**src/rtl/hyperbus_wb_bridge.sv**
```systemverilog
// hyperbus_wb_bridge: Wishbone B4 classic slave feeding the hyperbus FIFO user port.
// Each WB cycle becomes one rrq/wrq pulse. The bridge then waits for tx_done/rx_valid and
// acks the master. If no response arrives within TIMEOUT cycles it raises err and drains
// the late response. Every output is registered.
// Timing: the request pulse is visible in the first WAIT cycle (timer = 0). A response
// sampled while the timer is at most TIMEOUT-1 is acked in the following (RESP) cycle.
// Without a response, err is visible exactly TIMEOUT cycles after the request pulse.
module hyperbus_wb_bridge #(
  parameter int DATA_WIDTH = 32,
  parameter int ADDR_WIDTH = 32,
  parameter int ADR_SHIFT  = 1,
  parameter int TIMEOUT    = 255
) (
  input  logic                    clk,
  input  logic                    rst,
  input  logic [ADDR_WIDTH-1:0]   wb_adr_i,
  input  logic [DATA_WIDTH-1:0]   wb_dat_i,
  input  logic [DATA_WIDTH/8-1:0] wb_sel_i,
  input  logic                    wb_we_i,
  input  logic                    wb_cyc_i,
  input  logic                    wb_stb_i,
  output logic [DATA_WIDTH-1:0]   wb_dat_o,
  output logic                    wb_ack_o,
  output logic                    wb_err_o,
  output logic                    rrq,
  output logic                    wrq,
  output logic [ADDR_WIDTH-1:0]   adr_o,
  output logic [DATA_WIDTH-1:0]   tx_dat_o,
  output logic [DATA_WIDTH/8-1:0] tx_mask_o,
  input  logic                    tx_done,
  input  logic [DATA_WIDTH-1:0]   rx_dat_i,
  input  logic                    rx_valid
);

  localparam int SEL_WIDTH = DATA_WIDTH / 8;
  // Last timer value at which a response is still accepted.
  localparam logic [7:0] TIMER_LAST = 8'(TIMEOUT - 1);

  typedef enum logic [2:0] {
    IDLE   = 3'd0,
    WAIT_R = 3'd1,
    WAIT_W = 3'd2,
    RESP   = 3'd3,
    DRAIN  = 3'd4
  } state_t;

  state_t                state, state_next;
  logic [7:0]            timer, timer_next;
  logic                  req_we, req_we_next;
  logic                  rrq_next, wrq_next, ack_next, err_next;
  logic [DATA_WIDTH-1:0] dat_next, txd_next;
  logic [ADDR_WIDTH-1:0] adr_next;
  logic [SEL_WIDTH-1:0]  mask_next;
  logic                  wb_req;

  assign wb_req = wb_cyc_i && wb_stb_i;

  // Next-state and next-output logic; outputs are pulses unless explicitly held.
  always_comb begin
    state_next  = state;
    timer_next  = timer;
    req_we_next = req_we;
    rrq_next    = 1'b0;
    wrq_next    = 1'b0;
    ack_next    = 1'b0;
    err_next    = 1'b0;
    dat_next    = wb_dat_o;
    adr_next    = adr_o;
    txd_next    = tx_dat_o;
    mask_next   = tx_mask_o;
    case (state)
      IDLE: begin
        if (wb_req) begin
          adr_next    = wb_adr_i >> ADR_SHIFT;
          txd_next    = wb_dat_i;
          mask_next   = ~wb_sel_i;
          rrq_next    = !wb_we_i;
          wrq_next    = wb_we_i;
          req_we_next = wb_we_i;
          timer_next  = 8'd0;
          state_next  = wb_we_i ? WAIT_W : WAIT_R;
        end else begin
          state_next = IDLE;
        end
      end
      WAIT_R: begin
        if (rx_valid) begin
          dat_next   = rx_dat_i;
          ack_next   = wb_req;
          state_next = RESP;
        end else if (timer == TIMER_LAST) begin
          err_next   = 1'b1;
          state_next = DRAIN;
        end else begin
          timer_next = timer + 8'd1;
        end
      end
      WAIT_W: begin
        if (tx_done) begin
          ack_next   = wb_req;
          state_next = RESP;
        end else if (timer == TIMER_LAST) begin
          err_next   = 1'b1;
          state_next = DRAIN;
        end else begin
          timer_next = timer + 8'd1;
        end
      end
      RESP: begin
        state_next = IDLE;
      end
      DRAIN: begin
        // Only the response matching the timed-out request releases the bridge.
        if ((req_we && tx_done) || (!req_we && rx_valid)) begin
          state_next = IDLE;
        end else begin
          state_next = DRAIN;
        end
      end
      default: begin
        state_next = IDLE;
      end
    endcase
  end

  // State, timer and registered outputs with synchronous reset.
  always_ff @(posedge clk) begin
    if (rst) begin
      state     <= IDLE;
      timer     <= 8'd0;
      req_we    <= 1'b0;
      rrq       <= 1'b0;
      wrq       <= 1'b0;
      wb_ack_o  <= 1'b0;
      wb_err_o  <= 1'b0;
      wb_dat_o  <= '0;
      adr_o     <= '0;
      tx_dat_o  <= '0;
      tx_mask_o <= '0;
    end else begin
      state     <= state_next;
      timer     <= timer_next;
      req_we    <= req_we_next;
      rrq       <= rrq_next;
      wrq       <= wrq_next;
      wb_ack_o  <= ack_next;
      wb_err_o  <= err_next;
      wb_dat_o  <= dat_next;
      adr_o     <= adr_next;
      tx_dat_o  <= txd_next;
      tx_mask_o <= mask_next;
    end
  end

endmodule

```
**config.mk**
```make
export PLATFORM = sky130hd
export DESIGN_NAME = hyperbus_wb_bridge
export DESIGN_NICKNAME = d
export VERILOG_FILES = /design/src/rtl/hyperbus_wb_bridge.sv
export SDC_FILE = /design/constraint.sdc
export NUM_CORES = 1
export LEC_CHECK = 0
export ABC_AREA = 1
export CAP_MARGIN = 20
export CORE_MARGIN = 2
export CORE_UTILIZATION = 42
export CTS_BUF_LIST = sky130_fd_sc_hd__clkbuf_4
export CTS_CLUSTER_DIAMETER = 30
export DETAILED_ROUTE_END_ITERATION = 10
export PLACE_DENSITY_LB_ADDON = 0.1
export SYNTH_ARGS = -nofsm -noshare
export SYNTH_HDL_FRONTEND = slang
export SYNTH_SLANG_ARGS = --single-unit
export TNS_END_PERCENT = 50
```
**constraint.sdc**
```tcl
create_clock -name clk -period 1.6 [get_ports clk]
set_clock_uncertainty 0.2 [all_clocks]
set_input_delay 0.48 -clock clk [delete_from_list [all_inputs] [get_ports clk]]
set_output_delay 0.48 -clock clk [all_outputs]
set_load 0.03 [all_outputs]
```
==> metrics.yaml <==
layout:
  stdcell_area_mm2: 0.00749
  final_layout_size_suffix_gt1_share_pct: 37.6
  diodes: 0
  final_nets: 918
  syn_to_final_growth_pct: 72.2
grt:
  grt_pass1_vias: 4639
  grt_first_pass_wirelength_um: 21400
  antenna_found_initial: 0
  track_usage_pct: 24.0
  overflow: 0
  grt_max_degree: 55
sta:
  rsz0062_at_grt: "true"
  setup_violations: 103
  post-route-min-period_ns: 1.68
  post-route-period-util_pct: 105
  layout_setup_ws_ns: -0.0813
  fmax_ghz: 0.595
  report.final.slew_viol_count: 0
  holdWs_ns: 0.186
  fin_tns_setup_ns: -4.94
  finalHoldViolations: 0
place:
  dpl_cell_area_mm2: 0.00643
  portBuffers: 208
  place_congestion: 0.826
  dp_slack_ns: -0.477
  hpwl_um: 9110
yosys:
  syn_inst: 569
  yosys_warnings: 0
  synth.avg_cell_area_um2: 7.65
  yosysSeqAreaShare_pct: 52.9
  synthAdderAreaFrac_pct: 0.575
  yosys.area_share.simple_pct: 26.1
  synth-compound-area-share_pct: 13.7
  synth_top_family_by_area: "simple AND/OR/NAND/NOR gates"
  synthXorXnorAreaFrac_pct: 0.201
  yosys_register_bits: 115
  synth.area.mux_share_pct: 0
  syn_nets: 678
  yosysUniqueCellTypes: 26
  syn_area_mm2: 0.00435
detailed_routing:
  drcViolationCount: 0
  wirelength_um: 14000
  vias: 4746
  ant_nets: 0
  drtIter0Drc: 240
  routedWlPerCell_um: 14.6
  vias_per_cell: 4.96
  first_pass_iters: 5
power_and_ir_drop:
  p_comb_share_pct: 29.0
  switching_share_pct: 31.2
  cellInternalPower_uw: 5110
  p_switching_uw: 2320
  p_leak_uw: 0.00304
  vdd_drop_max_uv: 577
  power.share.clock_pct: 26.8
  pwr-share-seq_pct: 44.2
  power.density_mw_per_mm2: 991
cts:
  clk_pin_slew_worst_paths_ns: 0.11
  cts_root_buffer: "clkbuf_4"
  numCtsBuffers: 17
  clk_latency_ns: 0.49
  ctsLongestPathBuffers: 2
  cts_hold_buf: 0
  cts.sinks: 115
  cts_tree: "done"
  htree_levels: 4
status:
  status: "finished, violations left"
  violations: "negative setup slack"
run:
  drv_cap: 0
critical_path:
  crit_path_end_kind: "output port"
  path_class: "reg2out"
  cpPeakStageDelay_ns: 0.37
  critPathArrivalTime_ns: 1.00
  critical_path.top_delay_family: "flip-flops"
  critical_path.cell_chain: "buf_6"
  crit_path_start_kind: "register"
  crit_slowest_cell: "dfxtp_2"
  path_buf_inv: 1
  required_ns: 0.92
  worst-path-max-fanout: 2
floorplanning:
  io_pins: 211
  rows: 37
  die_h_um: 106
  core_area_mm2: 0.0102
  dieArea_mm2: 0.0112
  start_util_pct: 42.7
  die_w_um: 106
min_path:
  hold_path.class: "in2reg"
## through the flow
stage          std cells  total power [µW]  util [%]
6_report             956              7430      73.6
2_1_floorplan        569              4320         -
3_5_place_dp         901              5150      63.1
3_3_place_gp         901              5110      63.1
5_1_grt              956              7780      73.6
4_1_cts              938              7300      71.2
## path summary, 6_finish.rpt
path | startpoint | endpoint | slack (ns) | cells past startpoint
setup reg to reg | state[2]$_SDFF_PP0_ | tx_dat_o[13]$_SDFFE_PP0P_ | 0.07 | 6
hold / removal | rst | wb_dat_o[24]$_SDFFE_PP0P_ | 0.19 | 3
setup / recovery | adr_o[30]$_SDFFE_PP0P_ | adr_o[30] | -0.08 | 1
hold reg to reg | adr_o[25]$_SDFFE_PP0P_ | adr_o[25]$_SDFFE_PP0P_ | 0.27 | 2
## cells in the mapped netlist, drive strengths merged
| cell | n | area share [%] |
|---|---|---|
| nand2 | 195 | 17 |
| dfxtp | 115 | 53 |
| a21oi | 109 | 13 |
| nand3 | 48 | 5.6 |
| inv | 22 | 1.9 |
| nor2 | 22 | 2.4 |
| buf | 21 | 3.1 |
| clkbuf | 16 | 1.4 |
| o21ai | 10 | 1.1 |
| ha | 2 | 0.57 |
| nand4 | 2 | 0.29 |
| and3 | 1 | 0.14 |
| clkinv | 1 | 0.11 |
| conb | 1 | 0.086 |
| nand3b | 1 | 0.17 |
| nor3 | 1 | 0.11 |
| nor4 | 1 | 0.14 |
| xnor2 | 1 | 0.20 |
## what timing repair did
action	CTS	global route
gates cloned	0	3
hold endpoints to repair	0	0
pin swaps	0	4
endpoints found under the setup margin	103	193
setup buffers	7	15
resized for setup	206	22
## flip-flops by register name, indices dropped and copies added (netlist names)
register   flops
timer          8
rrq            1
state          3
wb_ack_o       1
tx_dat_o      32
wb_err_o       1
wrq            1
req_we         1
tx_mask_o      4
wb_dat_o      32
adr_o         31
## layout by cell type (no fill, tap or decap), types with 2 or more instances in the layout
| cell | count |
|---|---|
| nand3_2 | 2 |
| o21ai_1 | 3 |
| clkbuf_4 | 22 |
| a21oi_2 | 3 |
| nand2_4 | 2 |
| buf_12 | 7 |
| inv_1 | 22 |
| bufinv_16 | 2 |
| clkdlybuf4s50_1 | 104 |
| clkbuf_16 | 3 |
| nor2_2 | 3 |
| buf_6 | 105 |
| buf_4 | 39 |
| a21oi_1 | 106 |
| clkinv_1 | 4 |
| nand2_1 | 189 |
| nand4_1 | 2 |
| dfxtp_2 | 109 |
| dfxtp_1 | 6 |
| nand2_2 | 4 |
| nor2_1 | 17 |
| nand3_1 | 46 |
| o21ai_0 | 7 |
## cell type report
type	instances	area, µm²
timing repair buffer	258	2730
fill	772	2690
sequential	115	2440
multi-input combinational	394	1810
tap	136	170
clock buffer	22	165
inverter	23	91.3
clock inverter	8	87.6
## power groups by stage
stage          combinational, µW  sequential [µW]  clock [µW]
2_1_floorplan                720             3600           0
3_3_place_gp                1850             3260           0
3_5_place_dp                1880             3270           0
4_1_cts                     2010             3270        2020
5_1_grt                     2320             3310        2150
6_report                    2150             3290        1990
## layer usage
layer  track usage, %  up-vias  wire length (µm)
li1                 -     2326                 -
met1             26.7     2228              5610
met2             41.1      158              7030
met3             9.34       34               932
met4             9.40        0               399
met5                0        -                 0
## logic make-up (layout without fill, tap and decap cells)
family / after synthesis / in the layout
xor+xnor: 1 / 1
buf+inv: 60 / 311
flops: 115 / 115
compound gates: 119 / 119
simple gates: 271 / 271
other cells: 1 / 1
fa+ha+maj: 2 / 2
Note: power is estimated with default switching activity, not from simulation.
